## src/rtl/battery_pkg.sv

```systemverilog
// Shared types and constants for the two-cell battery source model.
// Cell width default, level ceiling derivation and FSM state encoding.
package battery_pkg;

    localparam int unsigned WIDTH_DEFAULT = 4;

    typedef enum logic [1:0] {
        ST_A    = 2'd0,
        ST_B    = 2'd1,
        ST_DEAD = 2'd2
    } state_e;

    function automatic int unsigned max_level(input int unsigned width);
        return (32'd1 << width) - 32'd1;
    endfunction

endpackage

```

## src/rtl/battery_source_if.sv

```systemverilog
// Control and level bus between the battery source and its driver.
// master drives the controls and reads levels; slave is the source side.
interface battery_source_if #(
    parameter int unsigned WIDTH = battery_pkg::WIDTH_DEFAULT
);
    logic             tick;
    logic             load_req;
    logic             charge_en;
    logic             preset;
    logic [WIDTH-1:0] init_a;
    logic [WIDTH-1:0] init_b;
    logic [WIDTH-1:0] batt_a;
    logic [WIDTH-1:0] batt_b;
    logic             src_sel;
    logic             load_ok;
    logic             chg_a;
    logic             chg_b;

    modport master (
        output tick, load_req, charge_en, preset, init_a, init_b,
        input  batt_a, batt_b, src_sel, load_ok, chg_a, chg_b
    );

    modport slave (
        input  tick, load_req, charge_en, preset, init_a, init_b,
        output batt_a, batt_b, src_sel, load_ok, chg_a, chg_b
    );
endinterface

```

## src/rtl/battery_cell.sv

```systemverilog
// One cell level register with load, increment and decrement, saturating at 0 and MAX.
// The next level is exported so the owner can make decisions on it in the same cycle.
module battery_cell
    import battery_pkg::*;
#(
    parameter int unsigned WIDTH     = WIDTH_DEFAULT,
    parameter int unsigned RST_LEVEL = max_level(WIDTH)
) (
    input  logic             clk,
    input  logic             rst,
    input  logic             load_i,
    input  logic [WIDTH-1:0] load_val_i,
    input  logic             inc_i,
    input  logic             dec_i,
    output logic [WIDTH-1:0] level_o,
    output logic [WIDTH-1:0] level_nxt_o
);
    localparam logic [WIDTH-1:0] MAX   = WIDTH'(max_level(WIDTH));
    localparam logic [WIDTH-1:0] RST_L = WIDTH'(RST_LEVEL);

    logic [WIDTH-1:0] level_q;
    logic [WIDTH-1:0] level_d;

    always_comb begin
        level_d = level_q;
        if (load_i) begin
            level_d = load_val_i;
        end else if (inc_i && !dec_i && level_q != MAX) begin
            level_d = level_q + 1'b1;
        end else if (dec_i && !inc_i && level_q != '0) begin
            level_d = level_q - 1'b1;
        end
    end

    always_ff @(posedge clk) begin
        if (rst) begin
            level_q <= RST_L;
        end else begin
            level_q <= level_d;
        end
    end

    assign level_o     = level_q;
    assign level_nxt_o = level_d;

endmodule

```

## src/rtl/battery_source.sv

```systemverilog
// Two-cell battery source: discharges the active cell into the load and charges
// one cell per tick, swapping the active cell or going dead as levels run out.
module battery_source
    import battery_pkg::*;
#(
    parameter int unsigned WIDTH     = WIDTH_DEFAULT,
    parameter int unsigned RST_LEVEL = max_level(WIDTH)
) (
    input logic             clk,
    input logic             rst,
    battery_source_if.slave bus
);
    localparam logic [WIDTH-1:0] MAX       = WIDTH'(max_level(WIDTH));
    localparam state_e           RST_STATE = (RST_LEVEL == 0) ? ST_DEAD : ST_A;

    state_e           state_q, state_d;
    logic             src_sel_q, src_sel_d;
    logic             load_ok_q, load_ok_d;
    logic             chg_a_q, chg_a_d;
    logic             chg_b_q, chg_b_d;
    logic [WIDTH-1:0] a_q, b_q, a_nxt, b_nxt;
    logic             step, discharge, dec_a, dec_b, inc_a, inc_b, tgt_b;

    battery_cell #(.WIDTH(WIDTH), .RST_LEVEL(RST_LEVEL)) u_cell_a (
        .clk(clk), .rst(rst), .load_i(bus.preset), .load_val_i(bus.init_a),
        .inc_i(inc_a), .dec_i(dec_a), .level_o(a_q), .level_nxt_o(a_nxt)
    );

    battery_cell #(.WIDTH(WIDTH), .RST_LEVEL(RST_LEVEL)) u_cell_b (
        .clk(clk), .rst(rst), .load_i(bus.preset), .load_val_i(bus.init_b),
        .inc_i(inc_b), .dec_i(dec_b), .level_o(b_q), .level_nxt_o(b_nxt)
    );

    always_comb begin
        step      = bus.tick && !bus.preset;
        discharge = step && bus.load_req && (state_q != ST_DEAD);
        dec_a     = discharge && (state_q == ST_A);
        dec_b     = discharge && (state_q == ST_B);
        // A discharging cell is never eligible; otherwise the lower cell wins, ties to A.
        tgt_b     = dec_a ? 1'b1 : (dec_b ? 1'b0 : (b_q < a_q));
        inc_a     = step && bus.charge_en && !tgt_b && (a_q != MAX);
        inc_b     = step && bus.charge_en &&  tgt_b && (b_q != MAX);

        state_d = state_q;
        if (bus.preset || (step && state_q == ST_DEAD)) begin
            if (a_nxt != '0) begin
                state_d = ST_A;
            end else if (b_nxt != '0) begin
                state_d = ST_B;
            end else begin
                state_d = ST_DEAD;
            end
        end else if (step && state_q == ST_A && a_nxt == '0) begin
            state_d = (b_nxt != '0) ? ST_B : ST_DEAD;
        end else if (step && state_q == ST_B && b_nxt == '0) begin
            state_d = (a_nxt != '0) ? ST_A : ST_DEAD;
        end

        src_sel_d = src_sel_q;
        if (state_d == ST_A) begin
            src_sel_d = 1'b0;
        end else if (state_d == ST_B) begin
            src_sel_d = 1'b1;
        end
        load_ok_d = (state_d != ST_DEAD);
        chg_a_d   = inc_a;
        chg_b_d   = inc_b;
    end

    always_ff @(posedge clk) begin
        if (rst) begin
            state_q   <= RST_STATE;
            src_sel_q <= 1'b0;
            load_ok_q <= (RST_STATE != ST_DEAD);
            chg_a_q   <= 1'b0;
            chg_b_q   <= 1'b0;
        end else begin
            state_q   <= state_d;
            src_sel_q <= src_sel_d;
            load_ok_q <= load_ok_d;
            chg_a_q   <= chg_a_d;
            chg_b_q   <= chg_b_d;
        end
    end

    assign bus.batt_a  = a_q;
    assign bus.batt_b  = b_q;
    assign bus.src_sel = src_sel_q;
    assign bus.load_ok = load_ok_q;
    assign bus.chg_a   = chg_a_q;
    assign bus.chg_b   = chg_b_q;

endmodule

```

## src/flat_wrapper.sv

```systemverilog
// flat-port wrapper written by rule: the top's interface ports become plain ports
module battery_source_flat import battery_pkg::*;
#(
    parameter int unsigned WIDTH     = WIDTH_DEFAULT,
    parameter int unsigned RST_LEVEL = max_level(WIDTH)
)
  (clk, rst, bus_tick, bus_load_req, bus_charge_en, bus_preset, bus_init_a, bus_init_b, bus_batt_a, bus_batt_b, bus_src_sel, bus_load_ok, bus_chg_a, bus_chg_b);
  battery_source_if #(.WIDTH(WIDTH)) bus_i ();
  input logic clk;
  input logic rst;
  input wire logic [$bits(bus_i.tick)-1:0] bus_tick;
  input wire logic [$bits(bus_i.load_req)-1:0] bus_load_req;
  input wire logic [$bits(bus_i.charge_en)-1:0] bus_charge_en;
  input wire logic [$bits(bus_i.preset)-1:0] bus_preset;
  input wire logic [$bits(bus_i.init_a)-1:0] bus_init_a;
  input wire logic [$bits(bus_i.init_b)-1:0] bus_init_b;
  output wire logic [$bits(bus_i.batt_a)-1:0] bus_batt_a;
  output wire logic [$bits(bus_i.batt_b)-1:0] bus_batt_b;
  output wire logic [$bits(bus_i.src_sel)-1:0] bus_src_sel;
  output wire logic [$bits(bus_i.load_ok)-1:0] bus_load_ok;
  output wire logic [$bits(bus_i.chg_a)-1:0] bus_chg_a;
  output wire logic [$bits(bus_i.chg_b)-1:0] bus_chg_b;
  assign bus_i.tick = bus_tick;
  assign bus_i.load_req = bus_load_req;
  assign bus_i.charge_en = bus_charge_en;
  assign bus_i.preset = bus_preset;
  assign bus_i.init_a = bus_init_a;
  assign bus_i.init_b = bus_init_b;
  assign bus_batt_a = bus_i.batt_a;
  assign bus_batt_b = bus_i.batt_b;
  assign bus_src_sel = bus_i.src_sel;
  assign bus_load_ok = bus_i.load_ok;
  assign bus_chg_a = bus_i.chg_a;
  assign bus_chg_b = bus_i.chg_b;
  battery_source #(.WIDTH(WIDTH), .RST_LEVEL(RST_LEVEL)) u_core (.clk(clk), .rst(rst), .bus(bus_i));
endmodule
```

## config.mk

```make
export PLATFORM = sky130hd
export DESIGN_NAME = battery_source_flat
export DESIGN_NICKNAME = d
export VERILOG_FILES = /design/src/rtl/battery_pkg.sv /design/src/rtl/battery_source_if.sv /design/src/rtl/battery_cell.sv /design/src/rtl/battery_source.sv /design/src/flat_wrapper.sv
export SDC_FILE = /design/constraint.sdc
export NUM_CORES = 1
export LEC_CHECK = 0
export BUFFER_PORTS_ARGS = -buffer_cell sky130_fd_sc_hd__clkbuf_2
export CAP_MARGIN = 10
export CORE_ASPECT_RATIO = 1.1
export CORE_MARGIN = 1
export CORE_UTILIZATION = 58
export DETAILED_ROUTE_END_ITERATION = 16
export GPL_TIMING_DRIVEN = 0
export MAX_ROUTING_LAYER = met4
export PLACE_DENSITY = 0.85
export SETUP_SLACK_MARGIN = 0.3
export SLEW_MARGIN = 10
export SYNTH_ARGS = -nofsm -noshare
export SYNTH_HDL_FRONTEND = slang
export SYNTH_SLANG_ARGS = --single-unit
```

## constraint.sdc

```tcl
create_clock -name clk -period 3.8 [get_ports clk]
set_input_delay 0.38 -clock clk [delete_from_list [all_inputs] [get_ports clk]]
set_output_delay 0.38 -clock clk [all_outputs]
set_load 0.03 [all_outputs]
```

Yosys cells after proc, flatten, opt, wreduce, memory -nomap -nowiden
Cells that the tools add are included.

Bits in latches: 0. Word-level logic and storage cells: 72. Memories kept: 0. Input port bits: 14. Register bits: 14. Bits in read-only memories: 0. Bits in writable memories: 0.

Div/mod/pow operators: 0. Equal/unequal tests: 7. Shift-type cells: 0. Bitwise logic cells: 0. $mul: 0. Add/subtract/negate cells: 4. Reduce and logical (&&, ||, !) cells: 39. Muxes and demuxes: 14. Magnitude comparators: 1.

Operator list (number): two-way mux 4 bit (6); logical AND 1 bit (23); nonzero test 4 bit (4); two-way mux 2 bit (6); adder 4 x 1 -> 4 bit, second input constant (2); zero test 4 bit (2); inequality test 4 bit, second input constant (2); subtractor 4 x 1 -> 4 bit, second input constant (2); zero test 1 bit (6); == test 2 x 1 -> 1 bit, second input constant (2); zero test 2 bit (2); less-than comparator 4 bit (1); inequality test 2 bit, second input constant (2); == test 2 bit, second input constant (1); two-way mux 1 bit (2); OR reduction 2 bit (1); logical OR 1 bit (1).

Depth between registers and ports, before layout
Gate-level depths: netlist (run 1).

Word-level depth: 23. Mapped depth: 10. Mapped depth without buffers: 10.

Hierarchy
From an unflattened synthesis (run 1), not the netlist that was laid out.

Cells, all modules: 149. Area, all modules: 1188.6 µm².

Modules (own cells, without submodules): battery_cell (cells each 51, instances 2, area an instance 392.9 µm², seq. area each 80.1 µm²); battery_source (cells each 47, instances 1, area an instance 402.9 µm², seq. area each 120.1 µm²).

Worst setup path before layout (run 1)
OpenSTA, ideal clock, no wires.

Path type: register to register. From: register u_core.u_cell_a.level_q[3] (netlist: u_core.u_cell_a.level_o[3]). To: register u_core.state_q[1]. Library setup time: 0.070 ns. Clock period less this slack: 2.849 ns. Data arrival time: 2.779 ns. Path buffers: 0. Stages on the path, launching flop included: 11. Slack: 0.951 ns. Path through: dfxtp_1 -> inv_1 -> ha_1 -> o211ai_1 -> a31oi_2 -> nor3_1 -> or3_1 -> a31o_1 -> or3_1 -> or3_1 -> a21oi_1.

Longest elaborated chain between the ends: 17.

RTL lines: start: declaration (line battery_cell.sv:21) `logic [WIDTH-1:0] level_q;`; start signal: assignment (line battery_cell.sv:39) `level_q <= level_d;`; less-than comparator 4 bit (line battery_source.sv:40) `tgt_b = dec_a ? 1'b1 : (dec_b ? 1'b0 : (b_q < a_q));`; two-way mux 1 bit (2 in series) (line battery_source.sv:40); zero test 1 bit (line battery_source.sv:41) `inc_a = step && bus.charge_en && !tgt_b && (a_q != MAX);`; logical AND 1 bit (2 in series) (line battery_source.sv:41); zero test 1 bit (line battery_cell.sv:30) `end else if (dec_i && !inc_i && level_q != '0) begin`; logical AND 1 bit (2 in series) (line battery_cell.sv:30); two-way mux 4 bit (line battery_cell.sv:30); two-way mux 4 bit (line battery_cell.sv:28) `end else if (inc_i && !dec_i && level_q != MAX) begin`; two-way mux 4 bit (line battery_cell.sv:26) `if (load_i) begin`; nonzero test 4 bit (line battery_source.sv:46, battery_source.sv:56); two-way mux 2 bit (line battery_source.sv:56) `state_d = (a_nxt != '0) ? ST_A : ST_DEAD;`; two-way mux 2 bit (line battery_source.sv:55) `end else if (step && state_q == ST_B && b_nxt == '0) begin`; two-way mux 2 bit (line battery_source.sv:53) `end else if (step && state_q == ST_A && a_nxt == '0) begin`; two-way mux 2 bit (*) (line battery_source.sv:45) `if (bus.preset || (step && state_q == ST_DEAD)) begin`; end signal: assignment (line battery_source.sv:78) `state_q <= state_d;`; end: declaration (line battery_source.sv:16) `state_e state_q, state_d;`.

Mark *: on every way between the ends. The rest lies on a longest branch, timed or not. A chain may end at the register's enable or synchronous reset.

Worst setup path in the final report (run 1)
From: register u_core.u_cell_a.level_q[3] (netlist: u_core.u_cell_a.level_o[3]). To: register u_core.load_ok_q (netlist: u_core.bus.load_ok).

Longest elaborated chain between the ends: 18.

RTL lines: less-than comparator 4 bit (line battery_source.sv:40); two-way mux 1 bit (2 in series) (line battery_source.sv:40); zero test 1 bit (line battery_source.sv:41); logical AND 1 bit (2 in series) (line battery_source.sv:41); zero test 1 bit (line battery_cell.sv:30); logical AND 1 bit (2 in series) (line battery_cell.sv:30); two-way mux 4 bit (line battery_cell.sv:30); two-way mux 4 bit (line battery_cell.sv:28); two-way mux 4 bit (line battery_cell.sv:26); nonzero test 4 bit (line battery_source.sv:46, battery_source.sv:56); two-way mux 2 bit (line battery_source.sv:56); two-way mux 2 bit (line battery_source.sv:55); two-way mux 2 bit (line battery_source.sv:53); two-way mux 2 bit (*) (line battery_source.sv:45); inequality test 2 bit (*) (line battery_source.sv:65) `load_ok_d = (state_d != ST_DEAD);`; end signal: assignment (line battery_source.sv:74) `load_ok_q <= (RST_STATE != ST_DEAD);`; end signal: assignment (line battery_source.sv:80) `load_ok_q <= load_ok_d;`; end: declaration (line battery_source.sv:18) `logic load_ok_q, load_ok_d;`.

Marks and branches as above.

==> results of run 1 <==
sequential cells by signal, summed over array words and instances (netlist names):
signal and flops:
u_core.bus.load_ok 1, u_core.bus.src_sel 1, u_core.bus.chg_a 1, u_core.bus.chg_b 1, u_core.u_cell_b.level_o 4, u_core.state_q 2, u_core.u_cell_a.level_o 4
routing by layer:
layer	track usage, %	vias to the layer above	wire, um
met5	-	-	0
met4	8.08	0	76
met3	4.76	10	127
met2	47.8	35	1350
met1	36.8	549	1240
li1	-	584	-
power by group through the flow:
stage | Clock [mW] | Combinational, mW | Sequential (mW)
floorplan | 0 | 0.0883 | 0.184
global placement | 0 | 0.134 | 0.171
detailed placement | 0 | 0.139 | 0.172
CTS | 0.0884 | 0.140 | 0.169
global route | 0.0950 | 0.155 | 0.170
finish | 0.0894 | 0.140 | 0.169
logic make-up after synthesis:
logic type | synth area share, %
simple gates | 31.4
compound gates | 26.8
buf+inv | 5.77
flops | 23.5
fa+ha+maj | 7.34
xor+xnor | 2.20
mux | 3.04
critical path: cells and delay by family, from the launching register on:
family / cells / cell delay (ns)
buf+inv: 1 / 0.14
compound gates: 5 / 1.06
simple gates: 3 / 0.89
flops: 1 / 0.42
fa+ha+maj: 1 / 0.31
metrics by stage:
step                utilization [%]  std cells  setup slack [ns]  instance area, um^2
CTS                            73.8        194             0.876                 1370
global route                   73.8        194             0.644                 1370
floorplan                         -        139             0.951                 1190
detailed placement             72.6        191             0.879                 1350
global placement               72.6        191             0.931                 1350
finish                         73.8        194             0.838                 1370
cell type report:
class                      instances  area [um^2]
buffer                             3         27.5
clock buffer                       3         22.5
fill                             158          488
inverter                          11         41.3
multi-input combinational        111          843
sequential                        14          280
tap                               27         33.8
timing repair buffer              25          125
cells in the final DEF, fill, tap and decap left out, drive strengths merged, types with 3 or more instances in the layout:
cell type,instances
nor4,3
o21a,3
nor2,9
a31oi,3
a21oi,6
a211oi,3
ha,7
dfxtp,14
clkbuf,29
or3,5
or2,4
inv,11
xnor2,3
o21ai,7
nand3,4
nor3,6
nand2,11
path summary, 6_finish.rpt:
path | startpoint | end | slack, ns
max | u_core.u_cell_a.level_o[3] | u_core.bus.load_ok | 0.84
min | bus_init_a[0] | u_core.u_cell_a.level_o[0] | 0.31
max reg2reg | u_core.u_cell_a.level_o[3] | u_core.bus.load_ok | 0.84
min reg2reg | u_core.bus.src_sel | u_core.bus.src_sel | 0.56
==> results by group, run 1 <==
Timing
  • Setup violations, final: 0
  • Final setup skew: 0.0124 ns
  • Hold Fails Final Rpt: 0
  • Slew margin rel.: 50.7%
  • Tightest Pin Transition: 0.730 ns
  • Final Max Slew Viols: 0
  • Tmin final: 2.96 ns
  • Final period util: 77.9%
  • Max Clk Rate: 338 MHz
  • Final TNS setup: 0 ns
  • RSZ-0062 raised after global routing: no
  • WHS: 0.307 ns

Logic synthesis
  • Post-synth top area cell: dfxtp_1
  • Synth Flop Type: dfxtp_1
  • Number of synthesized flops with an enable pin: 0
  • Avg Synthesized Cell Area: 8.58 um^2
  • Number of warnings issued by yosys: 0
  • Synth cell types: 58
  • Seq/Total Area, Yosys: 23.5%
  • Top cells by count, synth: dfxtp_1 (14), inv_1 (11), nand2_1 (10)
  • Syn nets: 160
  • Gate Count Post-Synth: 139
  • Post-synth top area share: 23.5%
  • Most numerous cell in the Yosys netlist: dfxtp_1
  • Fraction of registers with async set/reset: 0%
  • FF+latch count, synth: 14
  • Synth area leaders: dfxtp_1 (24%), ha_1 (7.3%), inv_1 (3.5%)
  • Cell Area, Synth: 1190 um^2

Cells and area
  • ANT cells: 0
  • Fin nets: 190
  • Layout cell share with drive strength beyond 1: 31.7%
  • P&R area growth vs syn: 15.2%

Critical path
  • Reg2reg path depth: 10
  • CP Capture Type: flop
  • CP arrival: 3.13 ns
  • Crit Path Category: reg2reg
  • CP required: 3.97 ns
  • Crit-path cells: inv_1 > ha_1 > o211ai_1 > a31oi_2 > o21ai_1 > and2_1 > a221o_1 > or3_1 > nor4_1 > o221ai_1
  • Slowest cell on crit path: dfxtp_1
  • Crit-path max cell delay: 0.42 ns
  • CP max FO: 6
  • Startpoint Class: flop

Power and ir drop
  • Switching Fraction: 37.6%
  • Power Internal: 0.248 mW
  • Psw: 0.150 mW
  • Leak: 0.625 nW
  • Power Total: 0.398 mW
  • Sequential Power Share: 42.4%
  • Clk pwr share: 22.5%
  • Max VDD drop: 0.000239 V
  • Gate power share: 35.1%
  • Power Dens Cells: 290 nW/um^2

Clock tree
  • CTS tree: built
  • H-tree depth: 1
  • Clock-pin transition on the worst setup and hold timing paths: 0.09 ns
  • Clock Root Buffer: clkbuf_4
  • Longest Clk Path Bufs: 2
  • CTS resizes: 0
  • TritonCTS Buffers: 3
  • Clk Latency, worst-skew pair: 0.29 ns
  • Setup bufs post-CTS: 0
  • Hold Buf Count CTS: 0
  • Num Clock Sinks: 14

Run
  • Max-Cap Viols: 0

Placed design
  • Port buffer count: 25
  • Placer Congestion: 0.862
  • Post-DP HPWL: 2220 um

Floorplan
  • Die Y: 49.6 um
  • Std cell rows: 16
  • Die area: 2240 um^2
  • Initial Util: 64.0%
  • I/O Pins: 26
  • Die Wd: 45.2 um
  • Core Region: 1860 um^2

GRT
  • Total gr overflow: 0
  • GRT Resource Usage Total: 29.4%
  • Initial antenna violation count: 0
  • Largest net degree at the start of global routing: 11
  • Vias in the first global route: 1,099
  • First-pass GRT wire length: 4790 um

Detailed routing
  • Final WL: 2790 um
  • ANT nets after route: 0
  • Vias: 1,178
  • DRC Markers: 0
  • Iter 0 DRT Violations: 47
  • DR vias/cell: 6.07
  • DRT Pass-1 Iters: 4
  • Wirelength per Cell: 14.4 um

Hold path
  • Hold Crit Class: in2reg
  • WHS Path Cells: 2

Outcome
  • Status: completed
No activity file was read; power rests on OpenSTA's default activity.
==> run 2: changes to the inputs <==
--- a/config.mk
+++ b/config.mk
@@ -5,15 +5,16 @@
 export SDC_FILE = /design/constraint.sdc
 export NUM_CORES = 1
 export LEC_CHECK = 0
+export ABC_AREA = 1
 export BUFFER_PORTS_ARGS = -buffer_cell sky130_fd_sc_hd__clkbuf_2
 export CAP_MARGIN = 10
 export CORE_ASPECT_RATIO = 1.1
 export CORE_MARGIN = 1
-export CORE_UTILIZATION = 58
+export CORE_UTILIZATION = 55
 export DETAILED_ROUTE_END_ITERATION = 16
 export GPL_TIMING_DRIVEN = 0
 export MAX_ROUTING_LAYER = met4
-export PLACE_DENSITY = 0.85
+export PLACE_DENSITY = 0.8
 export SETUP_SLACK_MARGIN = 0.3
 export SLEW_MARGIN = 10
 export SYNTH_ARGS = -nofsm -noshare
==> constraint.sdc (replaced) <==
create_clock -name clk -period 3 [get_ports clk]
set_input_delay 0.3 -clock clk [delete_from_list [all_inputs] [get_ports clk]]
set_output_delay 0.3 -clock clk [all_outputs]
set_load 0.03 [all_outputs]
==> run 2 against run 1 <==
Against the previous run: clock skew fell by 0.011 ns; highest routed layer unchanged; routed wire length rose by 5.7%; critical path depth rose by 9.
==> results by group, run 2 <==
Outcome
  • Status: completed (unchanged)

Clock tree
  • Clk Latency, worst-skew pair: 0.28 ns (was 0.29 ns)
  • Longest Clk Path Bufs: 2 (unchanged)
  • Clock Root Buffer: clkbuf_4 (unchanged)
  • Hold Buf Count CTS: 0 (unchanged)
  • Num Clock Sinks: 14 (unchanged)
  • Clock-pin transition on the worst setup and hold timing paths: 0.09 ns (about the same)
  • CTS tree: built (unchanged)
  • H-tree depth: 1 (unchanged)
  • TritonCTS Buffers: 3 (unchanged)

Floorplan
  • Core Region: 2270 um^2 (was 1860 um^2)
  • Initial Util: 59.4% (was 64.0%)
  • Die area: 2660 um^2 (was 2240 um^2)
  • Die Wd: 49.3 um (was 45.2 um)
  • Std cell rows: 18 (was 16)
  • I/O Pins: 26 (unchanged)
  • Die Y: 54.0 um (was 49.6 um)

Timing
  • Final Max Slew Viols: 0 (unchanged)
  • Setup ws final: 0.564 ns (was 0.838 ns)
  • Final TNS setup: 0 ns (unchanged)
  • Tightest Pin Transition: 0.258 ns (was 0.730 ns)
  • Max Clk Rate: 411 MHz (was 338 MHz)
  • Tmin final: 2.44 ns (was 2.96 ns)
  • Slew margin rel.: 82.7% (was 50.7%)
  • WHS: 0.250 ns (was 0.307 ns)
  • Final period util: 81.2% (was 77.9%)
  • RSZ-0062 raised after global routing: no (unchanged)
  • Final setup skew: 0.00105 ns (was 0.0124 ns)
  • Hold Fails Final Rpt: 0 (unchanged)
  • Setup violations, final: 0 (unchanged)

Detailed routing
  • Iter 0 DRT Violations: 30 (was 47)
  • DRC Markers: 0 (unchanged)
  • Wirelength per Cell: 10.7 um (was 14.4 um)
  • Final WL: 2950 um (was 2790 um)
  • DR vias/cell: 4.99 (was 6.07)
  • DRT Pass-1 Iters: 4 (unchanged)
  • ANT nets after route: 0 (unchanged)
  • Vias: 1,373 (was 1,178)

Power and ir drop
  • Max VDD drop: 0.000337 V (was 0.000239 V)
  • Leak: 0.885 nW (was 0.625 nW)
  • Power Dens Cells: 359 nW/um^2 (was 290 nW/um^2)
  • Power Total: 0.574 mW (was 0.398 mW)

GRT
  • First-pass GRT wire length: 5000 um (was 4790 um)
  • Total gr overflow: 0 (unchanged)
  • GRT Resource Usage Total: 25.5% (was 29.4%)
  • Initial antenna violation count: 0 (unchanged)
  • Vias in the first global route: 1,190 (was 1,099)
  • Largest net degree at the start of global routing: 11 (unchanged)

Logic synthesis
  • Seq/Total Area, Yosys: 20.7% (was 23.5%)
  • Synth Flop Type: dfxtp_1 (unchanged)
  • Top cells by count, synth: nand2_1 (77), nand3_1 (23), inv_1 (21) (was dfxtp_1 (14), inv_1 (11), nand2_1 (10))
  • Synth area leaders: nand2_1 (21%), dfxtp_1 (21%), nand3_1 (8.5%) (was dfxtp_1 (24%), ha_1 (7.3%), inv_1 (3.5%))
  • Number of warnings issued by yosys: 0 (unchanged)
  • Fraction of registers with async set/reset: 0% (unchanged)
  • Syn nets: 236 (was 160)
  • Cell Area, Synth: 1350 um^2 (was 1190 um^2)
  • Post-synth top area share: 21.4% (was 23.5%)
  • Number of synthesized flops with an enable pin: 0 (unchanged)
  • Post-synth top area cell: nand2_1 (was dfxtp_1)
  • Most numerous cell in the Yosys netlist: nand2_1 (was dfxtp_1)
  • Synth cell types: 29 (was 58)
  • Gate Count Post-Synth: 215 (was 139)
  • FF+latch count, synth: 14 (unchanged)
  • Avg Synthesized Cell Area: 6.29 um^2 (was 8.58 um^2)

Hold path
  • Hold_sp: rst (was bus_init_a[0])
  • Hold Crit Class: in2reg (unchanged)
  • Hold EP: u_core.state_q[1] (was u_core.u_cell_a.level_o[0])
  • WHS Path Cells: 2 (unchanged)

Cells and area
  • Most common cell after layout, fill and taps aside: nand2_1 (was clkbuf_2)
  • Fin nets: 267 (was 190)
  • ANT cells: 0 (unchanged)
  • P&R area growth vs syn: 18.2% (was 15.2%)
  • Layout cell share with drive strength beyond 1: 30.6% (was 31.7%)
  • Commonest non-fill, non-tap cells in the layout: nand2_1 (76), clkbuf_2 (25), nand3_1 (23) (was clkbuf_2 (25), dfxtp_1 (14), inv_1 (11))
  • Post-Layout Inst Area: 1600 um^2 (was 1370 um^2)

Critical path
  • Reg2reg path depth: 19 (was 10)
  • Crit Path Category: reg2reg (unchanged)
  • Reg-to-reg critical path startpoint: u_core.u_cell_a.level_o[2] (was u_core.u_cell_a.level_o[3])
  • CP required: 3.18 ns (was 3.97 ns)
  • CP max FO: 6 (unchanged)
  • CP arrival: 2.62 ns (was 3.13 ns)
  • Startpoint Class: flop (unchanged)
  • Worst R2R Setup Slack: 0.56 ns (was 0.84 ns)
  • CP Capture Type: flop (unchanged)
  • Reg2reg end: u_core.bus.load_ok (unchanged)

Placed design
  • Placer Congestion: 0.899 (was 0.862)
  • Pre-CTS setup slack: 0.449 ns (was 0.879 ns)
  • Placed cell areas: 1510 um^2 (was 1350 um^2)
  • Port buffer count: 25 (unchanged)
  • Post-DP HPWL: 2440 um (was 2220 um)

Run
  • Max-Cap Viols: 0 (unchanged)
## run 2: cell count changes after synthesis, sizes merged, moves of 7 or more
cell   previous run  this run
xor2              0         7
inv              11        26
nand3             4        27
nor2              9        22
nand2            11        86
## run 2: power by group
| part | internal, mW | switching, mW | total (mW) |
|---|---|---|---|
| combinational | 0.0867 | 0.140 | 0.227 |
| clock | 0.0739 | 0.0630 | 0.137 |
| sequential | 0.197 | 0.0132 | 0.210 |
| total | 0.357 | 0.216 | 0.574 |
## run 2: kinds of logic after synthesis
| logic type | count (synthesis) | synth area share (%) |
|---|---|---|
| AOI/OAI and AO/OA | 11 | 6.48 |
| and+or+nand+nor | 144 | 51.3 |
| adders and majority gates | 7 | 6.48 |
| xor gates and xnor gates | 8 | 5.19 |
| buffers and inverters | 31 | 9.81 |
| DFF | 14 | 20.7 |
## run 2: metrics by stage
stage                     util (%)  instances
after floorplan                  -        215
after global placement        66.6        270
after detailed placement      66.6        270
after CTS                     68.2        274
after global routing          70.2        275
final                         70.2        275
## run 2: how the worst max path moves through the flow
stage,from,to,slack [ns]
2_1_floorplan,u_core.u_cell_a.level_o[2],u_core.bus.load_ok,0.55
3_3_place_gp,u_core.u_cell_a.level_o[3],u_core.bus.load_ok,0.49
3_5_place_dp,u_core.u_cell_a.level_o[2],u_core.bus.load_ok,0.45
4_1_cts,u_core.u_cell_a.level_o[2],u_core.bus.load_ok,0.43
5_1_grt,u_core.u_cell_a.level_o[2],u_core.bus.src_sel,0.31
6_report,u_core.u_cell_a.level_o[2],u_core.bus.load_ok,0.56
## run 2: timing repair
item                                   CTS  global route
resized for setup                        0            11
endpoints found under the hold margin    0             0
setup buffers                            0             1
setup endpoints to repair                0             3
## run 2: critical path, cell delays in order (launching register included)
cell and delay [ns]:
dfxtp_2 0.35, buf_4 0.15, inv_2 0.05, ha_1 0.26, nand2_1 0.06, inv_1 0.04
nand2_1 0.09, nand3_4 0.11, nand2_4 0.12, nand2_2 0.10, nand2_1 0.10, nand2_2 0.07
a21boi_2 0.15, nand2_2 0.08, nor2_2 0.15, nand2_1 0.08, nand3_1 0.09, nand2_2 0.07
a21oi_2 0.13, nand2_1 0.06
## run 2: area by class of cell
class / instances / area (um^2)
Buffer: 4 / 28.8
Clock buffer: 4 / 36.3
Fill cell: 228 / 677
Inverter: 27 / 106
Multi-Input combinational cell: 170 / 957
Sequential cell: 14 / 287
Tap cell: 30 / 37.5
Timing Repair Buffer: 26 / 145
## run 2: routing by layer
metal,track usage [%],part of all wire (%),vias to the layer above
li1,-,-,749
met1,31.8,48,590
met2,44.1,47,29
met3,1.69,3.4,5
met4,8.82,1.2,0
met5,-,0,-
